## src/rtl/nor_exec_pkg.sv

```systemverilog
// Shared types, widths and gate evaluation for the NOR netlist executor.
// Default sizing: 32 wires, 8 primary inputs, 8 primary outputs, 64-entry program.
package nor_exec_pkg;

  localparam int NUM_WIRES  = 32;
  localparam int NUM_IN     = 8;
  localparam int NUM_OUT    = 8;
  localparam int PROG_DEPTH = 64;

  localparam int WIRE_W  = $clog2(NUM_WIRES);
  localparam int ADDR_W  = $clog2(PROG_DEPTH);
  localparam int LEN_W   = ADDR_W + 1;
  localparam int INSTR_W = 2 + 4 * WIRE_W;

  localparam logic [WIRE_W-1:0] FIRST_GATE_WIRE = WIRE_W'(NUM_IN);
  localparam logic [LEN_W-1:0]  MAX_LEN         = LEN_W'(PROG_DEPTH);
  localparam logic [LEN_W-1:0]  LEN_ZERO        = {LEN_W{1'b0}};
  localparam logic [LEN_W-1:0]  LEN_ONE         = {{(LEN_W-1){1'b0}}, 1'b1};

  typedef enum logic [1:0] {
    OP_BUF  = 2'd0,
    OP_INV  = 2'd1,
    OP_NOR2 = 2'd2,
    OP_NOR3 = 2'd3
  } op_e;

  typedef struct packed {
    op_e               op;
    logic [WIRE_W-1:0] dst;
    logic [WIRE_W-1:0] src_a;
    logic [WIRE_W-1:0] src_b;
    logic [WIRE_W-1:0] src_c;
  } instr_t;

  typedef enum logic [1:0] {
    ST_IDLE = 2'd0,
    ST_EXEC = 2'd1,
    ST_DONE = 2'd2
  } state_e;

  function automatic logic eval_gate(input op_e op, input logic a, input logic b, input logic c);
    logic r;
    case (op)
      OP_BUF:  r = a;
      OP_INV:  r = ~a;
      OP_NOR2: r = ~(a | b);
      OP_NOR3: r = ~(a | b | c);
      default: r = 1'b0;
    endcase
    return r;
  endfunction

  // Lengths beyond the program store run the whole store
  function automatic logic [LEN_W-1:0] sat_len(input logic [LEN_W-1:0] len);
    return (len > MAX_LEN) ? MAX_LEN : len;
  endfunction

endpackage

```

## src/rtl/nor_exec_wire_file.sv

```systemverilog
// One-bit-per-wire register file: three combinational read ports, one write port,
// and a bulk load that seeds the primary inputs and clears every other wire.
module nor_exec_wire_file
  import nor_exec_pkg::*;
(
  input  logic                clk,
  input  logic                rst,
  input  logic                load,
  input  logic [NUM_IN-1:0]   load_vec,
  input  logic                we,
  input  logic [WIRE_W-1:0]   waddr,
  input  logic                wdata,
  input  logic [WIRE_W-1:0]   raddr_a,
  input  logic [WIRE_W-1:0]   raddr_b,
  input  logic [WIRE_W-1:0]   raddr_c,
  output logic                rdata_a,
  output logic                rdata_b,
  output logic                rdata_c,
  output logic [NUM_OUT-1:0]  out_bits
);

  logic [NUM_WIRES-1:0] wires_r;

  // Wire storage: reset clear, per-transaction seed, single gate write
  always_ff @(posedge clk) begin
    if (rst) begin
      wires_r <= {NUM_WIRES{1'b0}};
    end else if (load) begin
      wires_r <= {{(NUM_WIRES-NUM_IN){1'b0}}, load_vec};
    end else if (we) begin
      wires_r[waddr] <= wdata;
    end else begin
      wires_r <= wires_r;
    end
  end

  assign rdata_a  = wires_r[raddr_a];
  assign rdata_b  = wires_r[raddr_b];
  assign rdata_c  = wires_r[raddr_c];
  assign out_bits = wires_r[NUM_WIRES-1 -: NUM_OUT];

endmodule

```

## src/rtl/nor_netlist_exec.sv

```systemverilog
// Sequential executor for mapped buf/inv/nor2/nor3 netlists, one gate per cycle.
// Optional macro ILLEGAL_DST_CHECK_EN aborts a run whose gate targets a primary-input wire.
module nor_netlist_exec
  import nor_exec_pkg::*;
(
  input  logic                clk,
  input  logic                rst,
  input  logic                prog_we,
  input  logic [ADDR_W-1:0]   prog_addr,
  input  logic [INSTR_W-1:0]  prog_wdata,
  input  logic [LEN_W-1:0]    prog_len,
  input  logic                in_valid,
  output logic                in_ready,
  input  logic [NUM_IN-1:0]   in_vec,
  output logic                out_valid,
  input  logic                out_ready,
  output logic [NUM_OUT-1:0]  out_vec,
  output logic                err
);

  instr_t           prog_mem_r [PROG_DEPTH];
  state_e           state_r, state_s;
  logic [LEN_W-1:0] pc_r, len_r, len_sat_s, pc_next_s;
  logic             in_ready_r, out_valid_r, err_r;
  instr_t           instr_s;
  logic             rd_a_s, rd_b_s, rd_c_s, gate_val_s;
  logic             load_s, wf_we_s, abort_s, release_s, illegal_s;

  assign instr_s    = prog_mem_r[pc_r[ADDR_W-1:0]];
  assign gate_val_s = eval_gate(instr_s.op, rd_a_s, rd_b_s, rd_c_s);
  assign len_sat_s  = sat_len(prog_len);
  assign pc_next_s  = pc_r + LEN_ONE;

`ifdef ILLEGAL_DST_CHECK_EN
  assign illegal_s = (instr_s.dst < FIRST_GATE_WIRE);
`else
  assign illegal_s = 1'b0;
`endif

  // Program store: writable only while idle so a run sees a frozen program
  always_ff @(posedge clk) begin
    if (prog_we && (state_r == ST_IDLE)) begin
      prog_mem_r[prog_addr] <= instr_t'(prog_wdata);
    end
  end

  nor_exec_wire_file u_wire_file (
    .clk      (clk),
    .rst      (rst),
    .load     (load_s),
    .load_vec (in_vec),
    .we       (wf_we_s),
    .waddr    (instr_s.dst),
    .wdata    (gate_val_s),
    .raddr_a  (instr_s.src_a),
    .raddr_b  (instr_s.src_b),
    .raddr_c  (instr_s.src_c),
    .rdata_a  (rd_a_s),
    .rdata_b  (rd_b_s),
    .rdata_c  (rd_c_s),
    .out_bits (out_vec)
  );

  // Next-state decode and datapath strobes
  always_comb begin
    state_s   = state_r;
    load_s    = 1'b0;
    wf_we_s   = 1'b0;
    abort_s   = 1'b0;
    release_s = 1'b0;
    case (state_r)
      ST_IDLE: begin
        if (in_valid) begin
          load_s = 1'b1;
          if (len_sat_s == LEN_ZERO) begin
            state_s = ST_DONE;
          end else begin
            state_s = ST_EXEC;
          end
        end else begin
          state_s = ST_IDLE;
        end
      end
      ST_EXEC: begin
        if (illegal_s) begin
          abort_s = 1'b1;
          state_s = ST_DONE;
        end else begin
          wf_we_s = 1'b1;
          if (pc_next_s == len_r) begin
            state_s = ST_DONE;
          end else begin
            state_s = ST_EXEC;
          end
        end
      end
      ST_DONE: begin
        if (out_ready) begin
          release_s = 1'b1;
          state_s   = ST_IDLE;
        end else begin
          state_s = ST_DONE;
        end
      end
      default: state_s = ST_IDLE;
    endcase
  end

  // State, program counter and registered handshake/error outputs
  always_ff @(posedge clk) begin
    if (rst) begin
      state_r     <= ST_IDLE;
      pc_r        <= LEN_ZERO;
      len_r       <= LEN_ZERO;
      in_ready_r  <= 1'b1;
      out_valid_r <= 1'b0;
      err_r       <= 1'b0;
    end else begin
      state_r     <= state_s;
      in_ready_r  <= (state_s == ST_IDLE);
      out_valid_r <= (state_s == ST_DONE);
      if (load_s) begin
        pc_r  <= LEN_ZERO;
        len_r <= len_sat_s;
      end else if (wf_we_s) begin
        pc_r  <= pc_next_s;
        len_r <= len_r;
      end else begin
        pc_r  <= pc_r;
        len_r <= len_r;
      end
      if (abort_s) begin
        err_r <= 1'b1;
      end else if (release_s) begin
        err_r <= 1'b0;
      end else begin
        err_r <= err_r;
      end
    end
  end

  assign in_ready  = in_ready_r;
  assign out_valid = out_valid_r;
  assign err       = err_r;

endmodule

```

## config.mk

```make
export PLATFORM = sky130hd
export DESIGN_NAME = nor_netlist_exec
export DESIGN_NICKNAME = d
export VERILOG_FILES = /design/src/rtl/nor_exec_pkg.sv /design/src/rtl/nor_exec_wire_file.sv /design/src/rtl/nor_netlist_exec.sv
export SDC_FILE = /design/constraint.sdc
export NUM_CORES = 1
export LEC_CHECK = 0
export ABC_AREA = 1
export ABC_CLOCK_PERIOD_IN_PS = 7200
export CORE_UTILIZATION = 55
export CTS_CLUSTER_SIZE = 28
export DETAILED_ROUTE_END_ITERATION = 16
export GPL_ROUTABILITY_DRIVEN = 1
export PLACE_DENSITY = 0.67
export SLEW_MARGIN = 20
export SYNTH_ARGS = -nofsm -noshare
export SYNTH_HDL_FRONTEND = slang
export SYNTH_SLANG_ARGS = --single-unit
```

## constraint.sdc

```tcl
create_clock -name clk -period 7.2 [get_ports clk]
set_input_delay 1.8 -clock clk [delete_from_list [all_inputs] [get_ports clk]]
set_output_delay 1.8 -clock clk [all_outputs]
set_load 0.03 [all_outputs]
```

; Word-level counts from Yosys, hierarchy flattened
; Memory sizes are Yosys's and may differ from the RTL's. A register that Yosys moved wholly into a read port is not among the register bits.
; Index checks and enable logic that the tools add are counted.
[classes]
shifts = 0
n_reduce_logical = 8
div = 0
bitwise_logic = 5
n_lt_le_gt_ge = 6
n_eq_ne = 7
add_sub_neg = 1
n_mul = 0
muxes = 25
[ops]
columns = cell, count
row1 = bitwise mux 32 bit, 1
row2 = less-than comparator 5 x 6 -> 1 bit (second input constant), 4
row3 = 2-to-1 mux 8 bit, 2
row4 = binary-select mux 1 bit (select 5 bit), 3
row5 = 2-to-1 mux 6 bit, 2
row6 = 2-to-1 mux 1 bit, 9
row7 = == test 2 bit (second input constant), 4
row8 = 2-to-1 mux 2 bit, 4
row9 = adder 7 x 1 -> 7 bit (second input constant), 1
row10 = == test 7 bit, 1
row11 = > comparator 7 bit (second input constant), 1
row12 = zero test 7 bit, 1
row13 = 2-to-1 mux 7 bit, 1
row14 = zero test 2 bit, 3
row15 = case mux 2 bit (3 select lines), 1
row16 = demux 1 bit (select 5 bit), 1
row17 = >= comparator 5 x 1 -> 1 bit (second input constant), 1
row18 = == test 2 x 1 -> 1 bit (second input constant), 2
row19 = case mux 1 bit (4 select lines), 1
row20 = NOT 1 bit, 3
row21 = logical AND 1 bit, 2
row22 = OR 1 bit, 2
row23 = nonzero test 2 bit, 1
row24 = OR reduction 2 bit, 1
[totals]
in_bits = 48
latch_bits = 0
n_memories = 1
ramBits = 1408
output_inout_bits = 11
reg_bits = 50
word_cells = 60
mem_bits_ro = 0
[memory_table]
columns = memory, depth, word_bits, rd, rd_clocked_by_memory_dff, wr, line
row1 = prog_mem_r, 64, 22, 1, 1, 1, nor_netlist_exec.sv:21  ; instr_t prog_mem_r [PROG_DEPTH];

; Longest topological paths before layout
; Gate-level depths: netlist of the first run.
[logic_depth]
word_depth = 9
mapped_depth = 25
mapped_depth_nobuf = 22

; Modules after synthesis
; A second synthesis of the first run with hierarchy kept.
[unflattened]
hier_cells = 4731
hier_area_um2 = 59021.6
[modules_own_cells]
columns = module, cells_each, area_per_inst_um2, seq_area_each_um2, n_inst
row1 = nor_netlist_exec, 4288, 56425.4, 42761.0, 1
row2 = nor_exec_wire_file, 443, 2596.2, 640.6, 1

; Least setup slack after synthesis of the first run
; Ideal clock, no wire load.
[synth_path]
path_kind = in2reg
start = input port prog_we
end = memory prog_mem_r[0][0] (netlist name), enable pin
setup_slack_ps = 3083
path_buffers = 0
arrival_time_ps = 3716
stages = 3
t_required_ps = 6799
path_cell_list = nor3b_1 nand4_1 nor2_1
[synth_via]
elab_chain_cells = 3
[synth_rtl]
columns = element, line
row1 = "start, declared", nor_netlist_exec.sv:8  ; input logic prog_we,
row2 = logical AND 1 bit, nor_netlist_exec.sv:42  ; if (prog_we && (state_r == ST_IDLE)) begin
row3 = 2-to-1 mux 1 bit, nor_netlist_exec.sv:42
row4 = 2-to-1 mux 1 bit (not written as such), nor_netlist_exec.sv:43  ; prog_mem_r[prog_addr] <= instr_t'(prog_wdata);
row5 = "end, declared", nor_netlist_exec.sv:21
; Every way passes these cells.

==> results of run 1 <==
-- per-layer routing --
metal	GRT usage (%)	vias to the layer above
li1	-	17800
met1	42.0	19400
met2	44.7	2086
met3	5.44	284
met4	11.5	0
met5	0	-
-- power by group through the flow --
stage,Clock [mW],Combinational [mW],Sequential (mW)
finish,7.51,1.50,9.41
global route,7.90,1.62,9.41
CTS,7.57,1.48,9.41
detailed placement,0,1.47,9.59
global placement,0,1.46,9.59
floorplan,0,0.985,9.57
-- layout make-up --
cell class | instances | area (um^2) | area share [%]
sequential | 1464 | 43400 | 65.6
multi-input combinational | 2986 | 14300 | 21.6
timing repair buffer | 204 | 1680 | 2.53
clock buffer | 184 | 4010 | 6.06
inverter | 73 | 300 | 0.454
tap | 1403 | 1760 | 2.65
clock inverter | 79 | 674 | 1.02
-- per-stage QoR --
step	setup slack (ps)	power, mW
after floorplan	3080	10.6
after global placement	2270	11.1
after detailed placement	2250	11.1
after CTS	2190	18.5
after global routing	1590	18.9
final	1860	18.4
-- cells in the final DEF, fill, tap and decap left out, types with 22 or more instances in the layout --
master	synthesis	routed
buf_2	104	22
clkdlybuf4s50_1	0	35
o22ai_1	122	122
nand2_1	1014	1014
edfxtp_1	1408	1408
o21ai_0	202	202
a21oi_1	148	148
dfxtp_1	56	51
clkinv_1	0	37
nor2_1	394	330
nor2_2	1	64
a32o_1	35	35
a221o_1	22	22
clkbuf_16	0	156
inv_1	61	61
o21ai_1	135	135
clkbuf_1	45	28
nand3_1	766	766
buf_4	86	138
o211ai_1	37	37
-- worst max-delay path by stage --
stage / startpoint / end / slack [ps] / cells after the start
3_3_place_gp: prog_we / prog_mem_r[59][0] / 2270 / 6
5_1_grt: register / u_wire_file.wires_r[8] / 1590 / 21
3_5_place_dp: register / u_wire_file.wires_r[31] / 2250 / 21
2_1_floorplan: prog_we / prog_mem_r[0][0] / 3080 / 3
4_1_cts: register / u_wire_file.wires_r[31] / 2190 / 21
6_report: register / u_wire_file.wires_r[31] / 1860 / 21
-- sequential cells by signal (all words and copies together) (netlist names), named ones only --
| signal | count |
|---|---|
| state_r | 2 |
| prog_mem_r | 1408 |
| out_valid | 1 |
| u_wire_file.wires_r | 32 |
| len_r | 7 |
| in_ready | 1 |
| pc_r | 7 |
-- worst reg2reg max path: stages, from the launching register on --
cell     delay, ps
dfxtp_4        920
inv_8          410
buf_4          770
nand2_1         90
nand3_1         60
nand3_1        120
nand2_1         60
nand2_1         90
nand3_1        180
nand3_1        340
nand2_1        520
inv_2          360
nand2_1         80
nand3_1         80
nand3_1         70
nand3_1        110
nand3_1        110
nand3_1        100
nand2_1         60
nand2_1         60
nand2_2        370
a21oi_1        300
-- cell usage after synthesis (3+ instances only) --
library cell and instances:
buf_1 12, buf_2 104, nand3_2 4, nand3_1 766
a32o_1 35, o221ai_2 3, buf_6 84, edfxtp_1 1408
clkbuf_1 45, a221o_1 22, o21ai_0 202, buf_4 86
nor3_1 5, o211ai_2 4, a21oi_1 148, xor2_1 10
inv_2 11, o221ai_1 14, o22ai_1 122, dfxtp_1 56
a221oi_1 17, nor2_1 394, nand2_2 12, inv_1 61
o32ai_1 4, o21ai_1 135, nand4_1 10, o211ai_1 37
nand2_1 1014
-- cell families (layout without fill, tap and decap cells) --
logic type	Yosys count	count (layout)	share of synthesized area, %
AO/OA/AOI/OAI	755	755	7.60
other	1	1	0.00623
flip-flops	1464	1464	72.2
adder cells (fa/ha/maj)	1	1	0.0208
AND/OR/NAND/NOR	2217	2217	15.7
buffers and inverters	404	540	4.33
XOR/XNOR	12	12	0.175
==> summary.md, run 1 <==
| Metric | Value |
|---|---|
| Status | `finished clean` |
| CTS Sinks | `1,464` |
| Routability cong. | `0.909` |
| Initial Util | `about 56%` |
| Fillers | `about 8.2k` |
| DR DRC count | `0` |
| Non-filler cells, final | `roughly 6.4k` |
| Top cell family by delay on the critical path | `simple AND/OR/NAND/NOR gates` |
| DR iter-0 viols | `5,098` |
| Worst Tran Pin Value | `~1100 ps` |
| Routed wire length | `approximately 160 mm` |
| Die Y | `between 300 and 400 um` |
| I/O Buffers | `between 50 and 60` |
| Pleak | `22.5 nW` |
| I/O pin count | `between 50 and 60` |
| Die ar. | `around 110,000 um^2` |
| CTS tree | `built` |
| Cell area after synthesis | `between 60,000 and 70,000 um^2` |
| Critical path class | `register to register` |
| Vias | `39.5k` |
| Post-synth EDFFs | `~1.4k` |
| Clk_lat worst skew | `roughly 760 ps` |
| Synth Net Count | `between 4k and 5k` |
| # H-tree levels | `4` |
| Fin Hold WS | `slightly below 500 ps` |
| Uppermost layer routed | `met4` |
| Worst Hold Path EP | `len_r[4]` |
| Minimum clock period | `5340 ps` |
| RSZ-0062 raised after global routing | `false` |
| Final instance area | `approximately 66,000 um^2` |
| Hpwl dp | `roughly 87 mm` |
| Top cell by count, worst path | `nand3_1` |
| Crit path cell chain | `inv_8 -> buf_4 -> nand2_1 -> nand3_1 -> nand3_1 -> nand2_1 -> nand2_1 -> nand3_1 -> nand3_1 -> nand2_1 -> inv_2 -> nand2_1 -> nand3_1 -> nand3_1 -> nand3_1 -> nand3_1 -> nand3_1 -> nand2_1 -> nand2_1 -> nand2_2 -> a21oi_1` |
| Slew headroom | `23.9%` |
| Layout cell share with drive strength beyond 1 | `between 9 and 10%` |
| Clk root buf | `clkbuf_16` |
| Main flop type after synthesis | `edfxtp_1` |
| Setup_tns | `0 ps` |
| Post-placement cell count | `approximately 6k` |
| Crit-path max FO | `roughly 120` |
| PD cells | `279 nW/um^2` |
| Crit path required time | `between 7000 and 8000 ps` |
| Die width | `about 330 um` |
| Reg2reg path depth | `21` |
| Placed inst area | `between 60,000 and 70,000 um^2` |
| DR WL/cell | `between 20 and 30 um` |
| Met1 Wirelength | `approximately 66 mm` |
| Vias in the first global route | `37.1k` |
| MaxCap Viol Count | `0` |
| Slowest CP cell | `dfxtp_4` |
| Power share of the clock group | `40.8%` |
| Cell row count | `120` |
| Diodes inserted | `0` |
| Largest cells by area after synthesis | `edfxtp_1 (70%), nand3_1 (6.4%), nand2_1 (6.3%)` |
| GRT Util Overall | `between 20 and 30%` |
| Post-synth top area share | `a little over two thirds` |
| Pin count of the biggest net entering global routing | `~140` |
| Total CTS buffers | `150` |
| Hold_buf cts | `0` |
| Synthesis-stage register bit count | `1,464` |
| Worst-path clk slew | `roughly 60 ps` |
| First-pass GRT wire length | `between 200 and 250 mm` |
| Setup violators final | `0` |
| Core area | `between 100,000 and 150,000 um^2` |
| Reg2reg setup slack | `roughly 1900 ps` |
| Hold Path Class | `register to register` |
| Critical Path AT | `between 6000 and 7000 ps` |
| Period utilisation layout | `about three quarters` |
| Vias per cell | `6.19` |
| Initial antenna violation count | `1` |
| Drt pass-1 iters | `6` |
| Maximum VDD drop | `191 uV` |
| Post-CTS resize count | `0` |
| Skew final | `approximately 21 ps` |
| Buffer and inverter count on the worst path | `3` |
| Sw power | `~4.4 mW` |
| Core Util, Final | `about three fifths` |
| Yosys warns | `0` |
| Comb power frac | `slightly above 8%` |
| Int Power | `14.1 mW` |
| Post-CTS setup buffers | `0` |
| Netlist cell types | `50` |
| Setup crit end kind | `register` |
| Mean Syn Cell Area | `12.4 um^2` |
| Final hold vios | `0` |
| Worst Min Path Start | `len_r[4]` |
| Crit path launch type | `register` |
| Hold Path Cell Cnt | `2` |
| Flop pwr share | `between 50% and 60%` |
| Maximum clock path buffer count | `3` |
| Met2 Wirelength | `around 75 mm` |
| CP peak stage delay | `around 920 ps` |
| Sw frac | `23.7%` |
| Slew Limit Fails | `0` |
| Leading area contributor after synthesis | `edfxtp_1` |
| Cells after synthesis | `~4.9k` |
| Asr flop ratio synth | `0%` |
| Fmax | `~0.19 GHz` |
| Worst reg2reg endpoint | `u_wire_file.wires_r[31]` |
| Area Growth Syn to Fin | `9.97%` |
| Post-synthesis sequential area ratio | `72.2%` |
| Final-stage net count | `around 5k` |
| Post-route ant nets | `0` |
| DR WL met3 | `between 15 and 20 mm` |
| GRT Residual Overflow | `0` |
(Power assumes the default switching activity.)
==> inputs of run 2 (changes only) <==
--- a/config.mk
+++ b/config.mk
@@ -6,12 +6,12 @@
 export NUM_CORES = 1
 export LEC_CHECK = 0
 export ABC_AREA = 1
-export ABC_CLOCK_PERIOD_IN_PS = 7200
+export ABC_CLOCK_PERIOD_IN_PS = 4900
 export CORE_UTILIZATION = 55
 export CTS_CLUSTER_SIZE = 28
 export DETAILED_ROUTE_END_ITERATION = 16
 export GPL_ROUTABILITY_DRIVEN = 1
-export PLACE_DENSITY = 0.67
+export PLACE_DENSITY = 0.7
 export SLEW_MARGIN = 20
 export SYNTH_ARGS = -nofsm -noshare
 export SYNTH_HDL_FRONTEND = slang
==> constraint.sdc (replaced) <==
create_clock -name clk -period 4.9 [get_ports clk]
set_input_delay 1.225 -clock clk [delete_from_list [all_inputs] [get_ports clk]]
set_output_delay 1.225 -clock clk [all_outputs]
set_load 0.03 [all_outputs]
==> summary.md, run 2 (same netlist as run 1, synthesis figures left out) <==
| Metric | Value |
|---|---|
| Maximum clock path buffer count | `3 (unchanged)` |
| Die Y | `333 um (unchanged)` |
| Reg2reg setup slack | `330 ps (-1530 ps)` |
| CTS tree | `built` |
| Post-CTS setup buffers | `0 (unchanged)` |
| # H-tree levels | `4 (unchanged)` |
| Int Power | `20.5 mW (+46%)` |
| Pleak | `22.7 nW (+1.1%)` |
| Worst Tran Pin Value | `1090 ps (-41.8 ps)` |
| Regs by FF count | `prog_mem_r: 1408 flops, u_wire_file.wires_r: 32 flops` |
| Slew headroom | `27.1% (+3.1 points)` |
| Fmax | `0.219 GHz (+17%)` |
| Area Growth Syn to Fin | `10.7%` |
| GRT Util Overall | `29.9% (+0.61 points)` |
| Post-route ant nets | `0 (unchanged)` |
| Skew final | `22.9 ps (+2.09 ps)` |
| Sw frac | `24.0% (+0.24 points)` |
| Hold Path Class | `register to register` |
| Fillers | `8,076 (-1.9%)` |
| Die ar. | `111,000 um^2 (unchanged)` |
| Post-placement cell count | `6,167 (+0.60%)` |
| Status | `finished clean` |
| Final instance area | `66,600 um^2 (+0.69%)` |
| Placed inst area | `61,900 um^2 (+0.79%)` |
| Hold_buf cts | `0 (unchanged)` |
| Crit path launch type | `register` |
| Drt pass-1 iters | `6 (unchanged)` |
| Worst Min Path Start | `len_r[2]` |
| Comb power frac | `8.4% (+0.2 points)` |
| Post-CTS resize count | `0 (unchanged)` |
| PD cells | `405 nW/um^2 (+45%)` |
| Crit-path max FO | `82 (-34%)` |
| Final-stage net count | `4,964 (+0.73%)` |
| Critical path class | `register to register` |
| Routability cong. | `0.955 (+5.0%)` |
| Non-filler cells, final | `6,441 (+0.75%)` |
| Vias | `40.5k (+2.5%)` |
| Worst reg2reg endpoint | `u_wire_file.wires_r[19]` |
| Hpwl dp | `94.3 mm (+8.7%)` |
| Setup_tns | `0 ps (unchanged)` |
| Crit path required time | `5590 ps (-2290 ps)` |
| Setup crit end kind | `register` |
| FF/Latch Area | `43,400 um^2 (unchanged)` |
| Hold Path Cell Cnt | `2 (unchanged)` |
| DR iter-0 viols | `5,935 (+16%)` |
| I/O pin count | `59 (unchanged)` |
| I/O Buffers | `57 (unchanged)` |
| Worst-path clk slew | `60 ps (about the same)` |
| Total CTS buffers | `149 (-0.67%)` |
| Flop pwr share | `51.2% (about the same)` |
| Commonest non-fill, non-tap cell in the layout | `edfxtp_1` |
| Initial Util | `55.8% (unchanged)` |
| Die width | `333 um (unchanged)` |
| Slew Limit Fails | `0 (unchanged)` |
| Maximum VDD drop | `270 uV (+42%)` |
| Clk_lat worst skew | `780 ps (+20 ps)` |
| Vias in the first global route | `38.1k (+2.9%)` |
| GRT Residual Overflow | `0 (unchanged)` |
| Sw power | `6.46 mW (+48%)` |
| Biggest register | `prog_mem_r` |
| Cell row count | `120 (unchanged)` |
| Vias per cell | `6.29 (+1.8%)` |
| Pin count of the biggest net entering global routing | `127 (-6.6%)` |
| Multi-input gate area | `14,300 um^2 (about the same)` |
| Minimum clock period | `4570 ps (-768 ps)` |
| First-pass GRT wire length | `245 mm (+2.3%)` |
| CTS Sinks | `1,464 (unchanged)` |
| Power share of the clock group | `40.3% (-0.5 points)` |
| Clk root buf | `clkbuf_16` |
| RSZ-0062 raised after global routing | `false` |
| Setup violators final | `0 (unchanged)` |
| Layout cell share with drive strength beyond 1 | `10.5% (+0.78 points)` |
| Initial antenna violation count | `3 (+2)` |
| Core area | `108,000 um^2 (unchanged)` |
| Routed wire length | `167 mm (+2.0%)` |
| Core Util, Final | `61.8% (+0.42 points)` |
| Worst Hold Path EP | `len_r[2]` |
| Final hold vios | `0 (unchanged)` |
| Reg2reg path depth | `21 (unchanged)` |
| Critical Path AT | `5260 ps (-760 ps)` |
| DR WL/cell | `25.9 um (+1.3%)` |
| Period utilisation layout | `93.4% (+19 points)` |
| MaxCap Viol Count | `0 (unchanged)` |
| Leading cell types in the layout, fill and taps excluded | `edfxtp_1 (1,408), nand2_1 (1,014), nand3_1 (766)` |
| Max FFs per register | `1,408 (unchanged)` |
| DR DRC count | `0 (unchanged)` |
[run 2: changes by cell type in the layout (fill, tap and decap cells not counted), sizes merged]
cell    previous run  this run
bufinv            10         5
clkbuf           184       191
diode              0         1
clkinv            61        69
buf              169       206
[run 2: how the worst max path moves through the flow]
| stage | start | to | slack [ps] | cells after the start |
|---|---|---|---|---|
| 5_1_grt | register | u_wire_file.wires_r[7] | 30 | 21 |
| 2_1_floorplan | prog_we | prog_mem_r[0][0] | 1360 | 3 |
| 3_5_place_dp | register | u_wire_file.wires_r[26] | 500 | 22 |
| 6_report | register | u_wire_file.wires_r[19] | 330 | 21 |
| 3_3_place_gp | register | u_wire_file.wires_r[5] | 550 | 22 |
| 4_1_cts | register | u_wire_file.wires_r[16] | 480 | 21 |
[run 2: metrics by stage]
stage / hold slack (ps) / setup slack (ps) / power [mW]
final: 488 / 326 / 27.0
after floorplan: 448 / 1360 / 15.5
after global placement: 476 / 549 / 16.3
after CTS: 492 / 479 / 27.0
after global routing: 521 / 30.6 / 27.7
after detailed placement: 477 / 504 / 16.3
[run 2: power by group through the flow]
stage	registers, mW	logic [mW]	clock network, mW
6_report	13.8	2.28	10.9
3_3_place_gp	14.1	2.20	0
4_1_cts	13.8	2.23	11.0
5_1_grt	13.8	2.45	11.4
3_5_place_dp	14.1	2.22	0
2_1_floorplan	14.1	1.45	0
[run 2: layer usage]
metal	wire length [um]	global-route usage, %	vias up	part of all wire (%)
met4	6750	12.8	0	4.0
met5	0	0	-	0
li1	-	-	17900	-
met1	66100	42.6	19900	40
met2	75800	45.5	2434	45
met3	18100	5.56	357	11
[run 2: area by class of cell]
class                   instances  area share, %
flip-flops and latches       1464           65.2
multi-input cells            2986           21.5
clock buffers                 191           6.11
repair buffers                241           3.25
well taps                    1403           2.64
clock inverters                82          0.875
inverters                      73          0.451
diodes                          1        0.00376
[run 2: critical path, stage by stage, from the launching register on]
cell and delay [ps]:
dfxtp_4 640, clkinv_8 460, buf_12 360, nand3_1 110
nand3_1 70, nand2_1 150, nand2_1 80, nand3_1 160
nand3_2 450, nand2_2 450, nand2_1 100, nand3_1 80
nand3_1 90, nand2_1 90, nand2_1 50, nand3_1 70
nand2_1 90, nor2_1 90, nand2_1 50, nand2_1 60
nand2_2 360, a21oi_1 270
